<file path="config.mk">
export PLATFORM = sky130hd
export DESIGN_NAME = axi_burst_ctrl
export DESIGN_NICKNAME = d
export VERILOG_FILES = /design/src/rtl/axi_pkg.sv /design/src/rtl/beat_counter.sv /design/src/rtl/axi_burst_ctrl.sv
export SDC_FILE = /design/constraint.sdc
export NUM_CORES = 1
export LEC_CHECK = 0
export ABC_AREA = 0
export BUFFER_PORTS_ARGS = -buffer_cell sky130_fd_sc_hd__buf_4
export CORE_AREA = 2 2 109 111
export CTS_CLUSTER_SIZE = 16
export DETAILED_ROUTE_END_ITERATION = 10
export DIE_AREA = 0 0 111 113
export GPL_TIMING_DRIVEN = 0
export PLACE_DENSITY = 0.68
export SLEW_MARGIN = 30
export SYNTH_ARGS = -nofsm -noshare
export SYNTH_HDL_FRONTEND = slang
export SYNTH_SLANG_ARGS = --single-unit
</file>
<file path="constraint.sdc">
create_clock -name clk -period 3.25 [get_ports clk]
set_input_delay 0.65 -clock clk [delete_from_list [all_inputs] [get_ports clk]]
set_output_delay 0.65 -clock clk [all_outputs]
set_load 0.03 [all_outputs]
</file>
<file path="src/rtl/axi_pkg.sv">
// Shared types and AXI constants for the cache-line burst controller.
package axi_pkg;

    typedef enum logic [2:0] {
        IDLE,
        WB_AW,
        WB_W,
        WB_B,
        RF_AR,
        RF_R,
        DONE
    } state_t;

    localparam logic [1:0] BURST_INCR = 2'b01;
    localparam logic [1:0] RESP_OKAY  = 2'b00;

    // AxSIZE encoding: log2 of the number of bytes per beat.
    function automatic logic [2:0] size_code(input int unsigned data_bits);
        return 3'($clog2(data_bits / 8));
    endfunction

endpackage

</file>
<file path="src/rtl/beat_counter.sv">
// Counts burst handshakes modulo BEATS (a power of two) and flags the final beat.
module beat_counter #(
    parameter int BEATS = 16,
    localparam int CW   = $clog2(BEATS)
) (
    input  logic clk,
    input  logic arst,
    input  logic inc,
    output logic last
);

    logic [CW-1:0] count_reg;

    // Natural wrap of a power-of-two counter returns it to 0 at burst end.
    always_ff @(posedge clk or posedge arst) begin
        if (arst) begin
            count_reg <= '0;
        end else if (inc) begin
            count_reg <= count_reg + 1'b1;
        end
    end

    assign last = (count_reg == CW'(BEATS - 1));

endmodule

</file>
<file path="src/rtl/axi_burst_ctrl.sv">
// Writeback/refill sequencer driving a line shift-FIFO against an AXI4 master port.
// Optional response/rlast checking is enabled by defining AXI_RESP_CHECK_EN.
module axi_burst_ctrl
    import axi_pkg::*;
#(
    parameter int AXI_DATA_WIDTH = 32,
    parameter int AXI_ADDR_WIDTH = 32,
    parameter int BLOCK_WIDTH    = 512
) (
    input  logic                          clk,
    input  logic                          arst,
    input  logic                          i_req_wb,
    input  logic                          i_req_rf,
    input  logic [AXI_ADDR_WIDTH-1:0]     i_wb_addr,
    input  logic [AXI_ADDR_WIDTH-1:0]     i_rf_addr,
    input  logic [AXI_DATA_WIDTH-1:0]     i_fifo_word,
    output logic                          o_fifo_start_rd,
    output logic                          o_fifo_start_wr,
    output logic                          o_fifo_shift,
    output logic                          o_done,
    output logic                          o_busy,
    output logic                          o_error,
    output logic [AXI_ADDR_WIDTH-1:0]     o_awaddr,
    output logic [7:0]                    o_awlen,
    output logic [2:0]                    o_awsize,
    output logic [1:0]                    o_awburst,
    output logic                          o_awvalid,
    input  logic                          i_awready,
    output logic [AXI_DATA_WIDTH-1:0]     o_wdata,
    output logic [AXI_DATA_WIDTH/8-1:0]   o_wstrb,
    output logic                          o_wlast,
    output logic                          o_wvalid,
    input  logic                          i_wready,
    input  logic [1:0]                    i_bresp,
    input  logic                          i_bvalid,
    output logic                          o_bready,
    output logic [AXI_ADDR_WIDTH-1:0]     o_araddr,
    output logic [7:0]                    o_arlen,
    output logic [2:0]                    o_arsize,
    output logic [1:0]                    o_arburst,
    output logic                          o_arvalid,
    input  logic                          i_arready,
    input  logic [AXI_DATA_WIDTH-1:0]     i_rdata,
    input  logic [1:0]                    i_rresp,
    input  logic                          i_rlast,
    input  logic                          i_rvalid,
    output logic                          o_rready
);

    localparam int BEATS = BLOCK_WIDTH / AXI_DATA_WIDTH;

    state_t                      state_reg, state_next;
    logic                        rf_pend_reg;
    logic [AXI_ADDR_WIDTH-1:0]   awaddr_reg, araddr_reg;
    logic                        beat_last;
    logic                        leave_idle;

    assign leave_idle = (state_reg == IDLE) && (i_req_wb || i_req_rf);

    beat_counter #(.BEATS(BEATS)) u_beat_counter (
        .clk  (clk),
        .arst (arst),
        .inc  (o_fifo_shift),
        .last (beat_last)
    );

    always_ff @(posedge clk or posedge arst) begin
        if (arst) begin
            state_reg   <= IDLE;
            rf_pend_reg <= 1'b0;
            awaddr_reg  <= '0;
            araddr_reg  <= '0;
        end else begin
            state_reg <= state_next;
            if (leave_idle) begin
                rf_pend_reg <= i_req_rf;
                awaddr_reg  <= i_wb_addr;
                araddr_reg  <= i_rf_addr;
            end
        end
    end

    always_comb begin
        state_next      = state_reg;
        o_awvalid       = 1'b0;
        o_wvalid        = 1'b0;
        o_wlast         = 1'b0;
        o_bready        = 1'b0;
        o_arvalid       = 1'b0;
        o_rready        = 1'b0;
        o_fifo_start_wr = 1'b0;
        o_fifo_start_rd = 1'b0;
        o_fifo_shift    = 1'b0;
        o_done          = 1'b0;
        o_busy          = (state_reg != IDLE);
        case (state_reg)
            IDLE: begin
                if (i_req_wb)      state_next = WB_AW;
                else if (i_req_rf) state_next = RF_AR;
            end
            WB_AW: begin
                o_awvalid       = 1'b1;
                o_fifo_start_wr = 1'b1;
                if (i_awready) state_next = WB_W;
            end
            WB_W: begin
                o_wvalid        = 1'b1;
                o_wlast         = beat_last;
                o_fifo_start_wr = 1'b1;
                o_fifo_shift    = i_wready;
                if (i_wready && beat_last) state_next = WB_B;
            end
            WB_B: begin
                o_bready        = 1'b1;
                o_fifo_start_wr = 1'b1;
                if (i_bvalid) state_next = rf_pend_reg ? RF_AR : DONE;
            end
            RF_AR: begin
                o_arvalid       = 1'b1;
                o_fifo_start_rd = 1'b1;
                if (i_arready) state_next = RF_R;
            end
            RF_R: begin
                o_rready        = 1'b1;
                o_fifo_start_rd = 1'b1;
                o_fifo_shift    = i_rvalid;
                if (i_rvalid && beat_last) state_next = DONE;
            end
            DONE: begin
                o_done     = 1'b1;
                state_next = IDLE;
            end
            default: state_next = IDLE;
        endcase
    end

    assign o_awaddr  = awaddr_reg;
    assign o_awlen   = 8'(BEATS - 1);
    assign o_awsize  = size_code(AXI_DATA_WIDTH);
    assign o_awburst = BURST_INCR;
    assign o_araddr  = araddr_reg;
    assign o_arlen   = 8'(BEATS - 1);
    assign o_arsize  = size_code(AXI_DATA_WIDTH);
    assign o_arburst = BURST_INCR;
    // The FIFO only shifts on a handshake, so wdata holds steady through a W stall.
    assign o_wdata   = i_fifo_word;
    assign o_wstrb   = '1;

`ifdef AXI_RESP_CHECK_EN
    logic error_reg;
    logic unused_inputs;

    // rlast must coincide exactly with the counter's final beat; early and missing both flag.
    always_ff @(posedge clk or posedge arst) begin
        if (arst) begin
            error_reg <= 1'b0;
        end else if (leave_idle) begin
            error_reg <= 1'b0;
        end else if ((state_reg == WB_B && i_bvalid && i_bresp != RESP_OKAY) ||
                     (state_reg == RF_R && i_rvalid &&
                      (i_rresp != RESP_OKAY || i_rlast != beat_last))) begin
            error_reg <= 1'b1;
        end
    end

    assign o_error       = error_reg;
    assign unused_inputs = ^i_rdata;
`else
    logic unused_inputs;

    assign o_error       = 1'b0;
    assign unused_inputs = ^{i_rdata, i_bresp, i_rresp, i_rlast};
`endif

endmodule
</file>
==> results.txt <==
----------------------------------------------------
[Run status]
  Outcome ... completed

[Synthesis]
  Number of enable-type register cells in the synthesized netlist ... 0
  Sequential share of the synthesized area ... 48.6%
  Cell count after synthesis ... approximately 260
  Mapped cell area ... 0.00370 mm2
  Yosys top cell by area ... dfrtp_1
  Post-synthesis cell type count ... 40
  Post-synthesis mux area share ... a little over a quarter
  Mean post-synth cell area ... ~14 um2
  Post-synthesis share of cell area spent on full adders, half adders and majority gates ... less than 1%
  Compound-Gate Fraction of Synth Area ... between 2 and 2.5%
  Fraction of synthesized cell area in xor and xnor cells ... less than 1%
  Most used flip-flop cell after synthesis ... dfrtp_1
  Async SR Flop Fraction ... 100%
  Synth Register Bits ... 72
  Top cells by area, synth ... dfrtp_1 49%, mux2_4 24%, buf_4 13%
  Synth top area share ... 48.6%
  Number of warning messages in the yosys log ... 0
  Main combinational cell family by area after synthesis ... multiplexers
  Basic-gate share of the synthesized area counting and, or, nand and nor cells ... roughly 4.8%

[Worst setup path]
  Number of logic stages on the critical path including buffering ... 4
  Setup Crit Path Kind ... reg -> out
  Highest fanout seen on the critical path ... 10
  Largest delay share family, worst path ... buffers and inverters
  Series of cell instances along the critical path ... clkbuf_1 -> inv_1 -> nor3b_1 -> buf_4
  Type of origin of the critical path ... flip-flop
  Crit path capture type ... primary output
  Cell count of the worst reg-to-reg path ... 5
  Longest individual stage delay on the worst path ... about 0.44 ns
  Sum of buffers and inverters on the critical path ... 3
  Critical-path top delay cell ... dfrtp_1
  End of the worst register-to-register path ... o_araddr[8]
  Arrival time at the worst endpoint ... approximately 1.7 ns
  Data required time of the worst path ... between 2 and 3 ns
  Worst reg-to-reg setup slack ... roughly 1.5 ns
  Crit Reg-Reg Startpoint ... state_reg[1]

[Global route]
  Global-route total usage across every layer ... roughly an eighth
  Initial antenna violation count ... 0
  Pin count of the biggest net entering global routing ... 42
  First-pass GRT wire length ... 12.9 mm
  Remaining Overflow, GRT ... 0
  Vias in the first global route ... 2,546

[Timing]
  Time the final worst path needs with I/O delays and setup ... around 2.4 ns
  Final-report max-slew violation count ... 0
  Fmax achieved ... about 420 MHz
  Setup violation total in the final timing report ... 0
  Max Clock Skew ... about 0.0047 ns
  Fin crit share ... between 70% and 80%
  Post-Route Hold Slack ... about 0.33 ns
  Total count of hold-check failures in the final report ... 0
  Setup repair after global routing missed its margin ... no

[Placed design]
  HPWL after detailed placement ... approximately 6.2 mm
  Gpl congestion ... 0.817
  Buffers added on ports ... 179

[CTS]
  Clock-pin slew reported for the worst setup and hold paths after clock tree synthesis ... 0.06 ns
  H-tree Lvls ... 3
  TritonCTS clock tree ... done
  Post-CTS Hold Buffers ... 0
  Clock insertion delay at the later pin of the skew report ... ~0.32 ns
  CTS Sinks ... 72
  # Post-CTS Setup Buffers ... 0
  Clock root cell ... clkbuf_16
  Largest buffer count on any clock path ... 2
  Clock buffers created by TritonCTS ... 9
  Resized cells post-CTS ... 0

[Power and ir drop]
  Largest vdd supply drop ... between 0.5 and 0.6 mV
  Total power draw ... a little over 6 mW
  Power density cells ... between 1000 and 1500 mW/mm2
  Leakage power ... around 3 nW

[Drt]
  Count of routing violations after the opening detailed-route iteration ... 73
  Detailed-routing iteration count for the pre-antenna-repair pass ... 3
  Via total after detailed routing ... about 2.6k
  Antenna Nets Post-Route ... 0
  Average vias per placed instance ... about 4
  Post-route DRC ... 0
  Post-DR wirelength/cell ... between 10 and 15 um
  Final WL ... 8.11 mm

[Finish]
  Proportion of layout cells with a drive suffix above 1 ... 69.3%
  Filler instances ... 970
  Antenna diode count ... 0
  Total number of nets in the final design ... between 600 and 700
  Area growth from synthesis to layout ... 53.1%
  Most frequent cells in the layout ... 242 x buf_4, 72 x dfrtp_1, 60 x mux2_4
  Most common library cell in the layout ignoring fill and taps ... buf_4

[Min path]
  Path class of the lowest-slack min-delay path ... in -> async

[Job]
  Total of max-cap violations ... 0

[Floorplanning]
  Die outline area ... roughly 0.013 mm2
  Std-Cell Core Area ... approximately 0.011 mm2
  Ports ... 280
  Horizontal extent of the die ... approximately 110 um
  Count of standard-cell rows ... 39
  Floorplan die height ... 113 um
  Effective utilization at floorplan ... 32.9%

----------------------------------------------------
-- cell usage after synthesis, drive strengths merged, types with 2 or more instances --
cell	instances
and3	2
buf	70
clkbuf	2
conb	2
dfrtp	72
inv	4
mux2	65
nand3	3
nand4	2
nor2	7
nor3	2
nor3b	2
o21ai	2
o311ai	2
xnor2	2
-- power by group --
part           total, mW  internal (mW)  switching, mW
Combinational       3.45           1.69           1.76
Sequential          1.66           1.37          0.296
Clock               1.03          0.669          0.364
Total               6.15           3.73           2.42
-- through the flow --
stage / utilization, % / cells / instance area (um2) / worst slack [ns] / setup TNS (ns)
final: 50.3 / 625 / 5670 / 0.859 / 0
after global routing: 50.3 / 625 / 5670 / 0.672 / 0
after CTS: 50.3 / 625 / 5670 / 0.854 / 0
after detailed placement: 47.5 / 610 / 5360 / 1.15 / 0
after global placement: 47.3 / 609 / 5340 / -0.107 / -7.20
after floorplan: - / 287 / 3810 / 0.743 / 0
-- routing by layer --
metal  track usage, %  share of wire [%]  vias up
met5                0                  0        -
met4             5.00                1.5        0
met3             3.75                9.6        9
met2             19.0                 46      147
met1             17.5                 43     1164
li1                 -                  -     1233
-- area by class of cell --
cell class                 instances  area (um2)  area share, %
buffer                            72         606           10.7
inverter                           4        17.5          0.309
sequential                        72        1800           31.8
clock buffer                      10         229           4.04
timing repair buffer             180        1360           24.1
tap                              143         179           3.16
clock inverter                     5        82.6           1.46
multi-input combinational        139        1390           24.5
-- kinds of logic (layout without fill, tap and decap cells) --
group	after synthesis	count (layout)
flops	72	72
buf+inv	76	271
mux	66	66
fa+ha+maj	1	1
simple gates	26	26
compound gates	12	12
xor+xnor	3	3
other cells	2	31
-- how the worst max path moves through the flow --
| stage | from | to | slack (ns) |
|---|---|---|---|
| after CTS | state_reg[2] | o_done | 0.85 |
| after floorplan | state_reg[1] | o_wlast | 0.74 |
| final | state_reg[2] | o_done | 0.86 |
| after global routing | state_reg[2] | o_done | 0.67 |
| after global placement | arst | o_awaddr[21] | -0.11 |
| after detailed placement | i_wready | o_fifo_shift | 1.15 |
(Power assumes the default switching activity.)
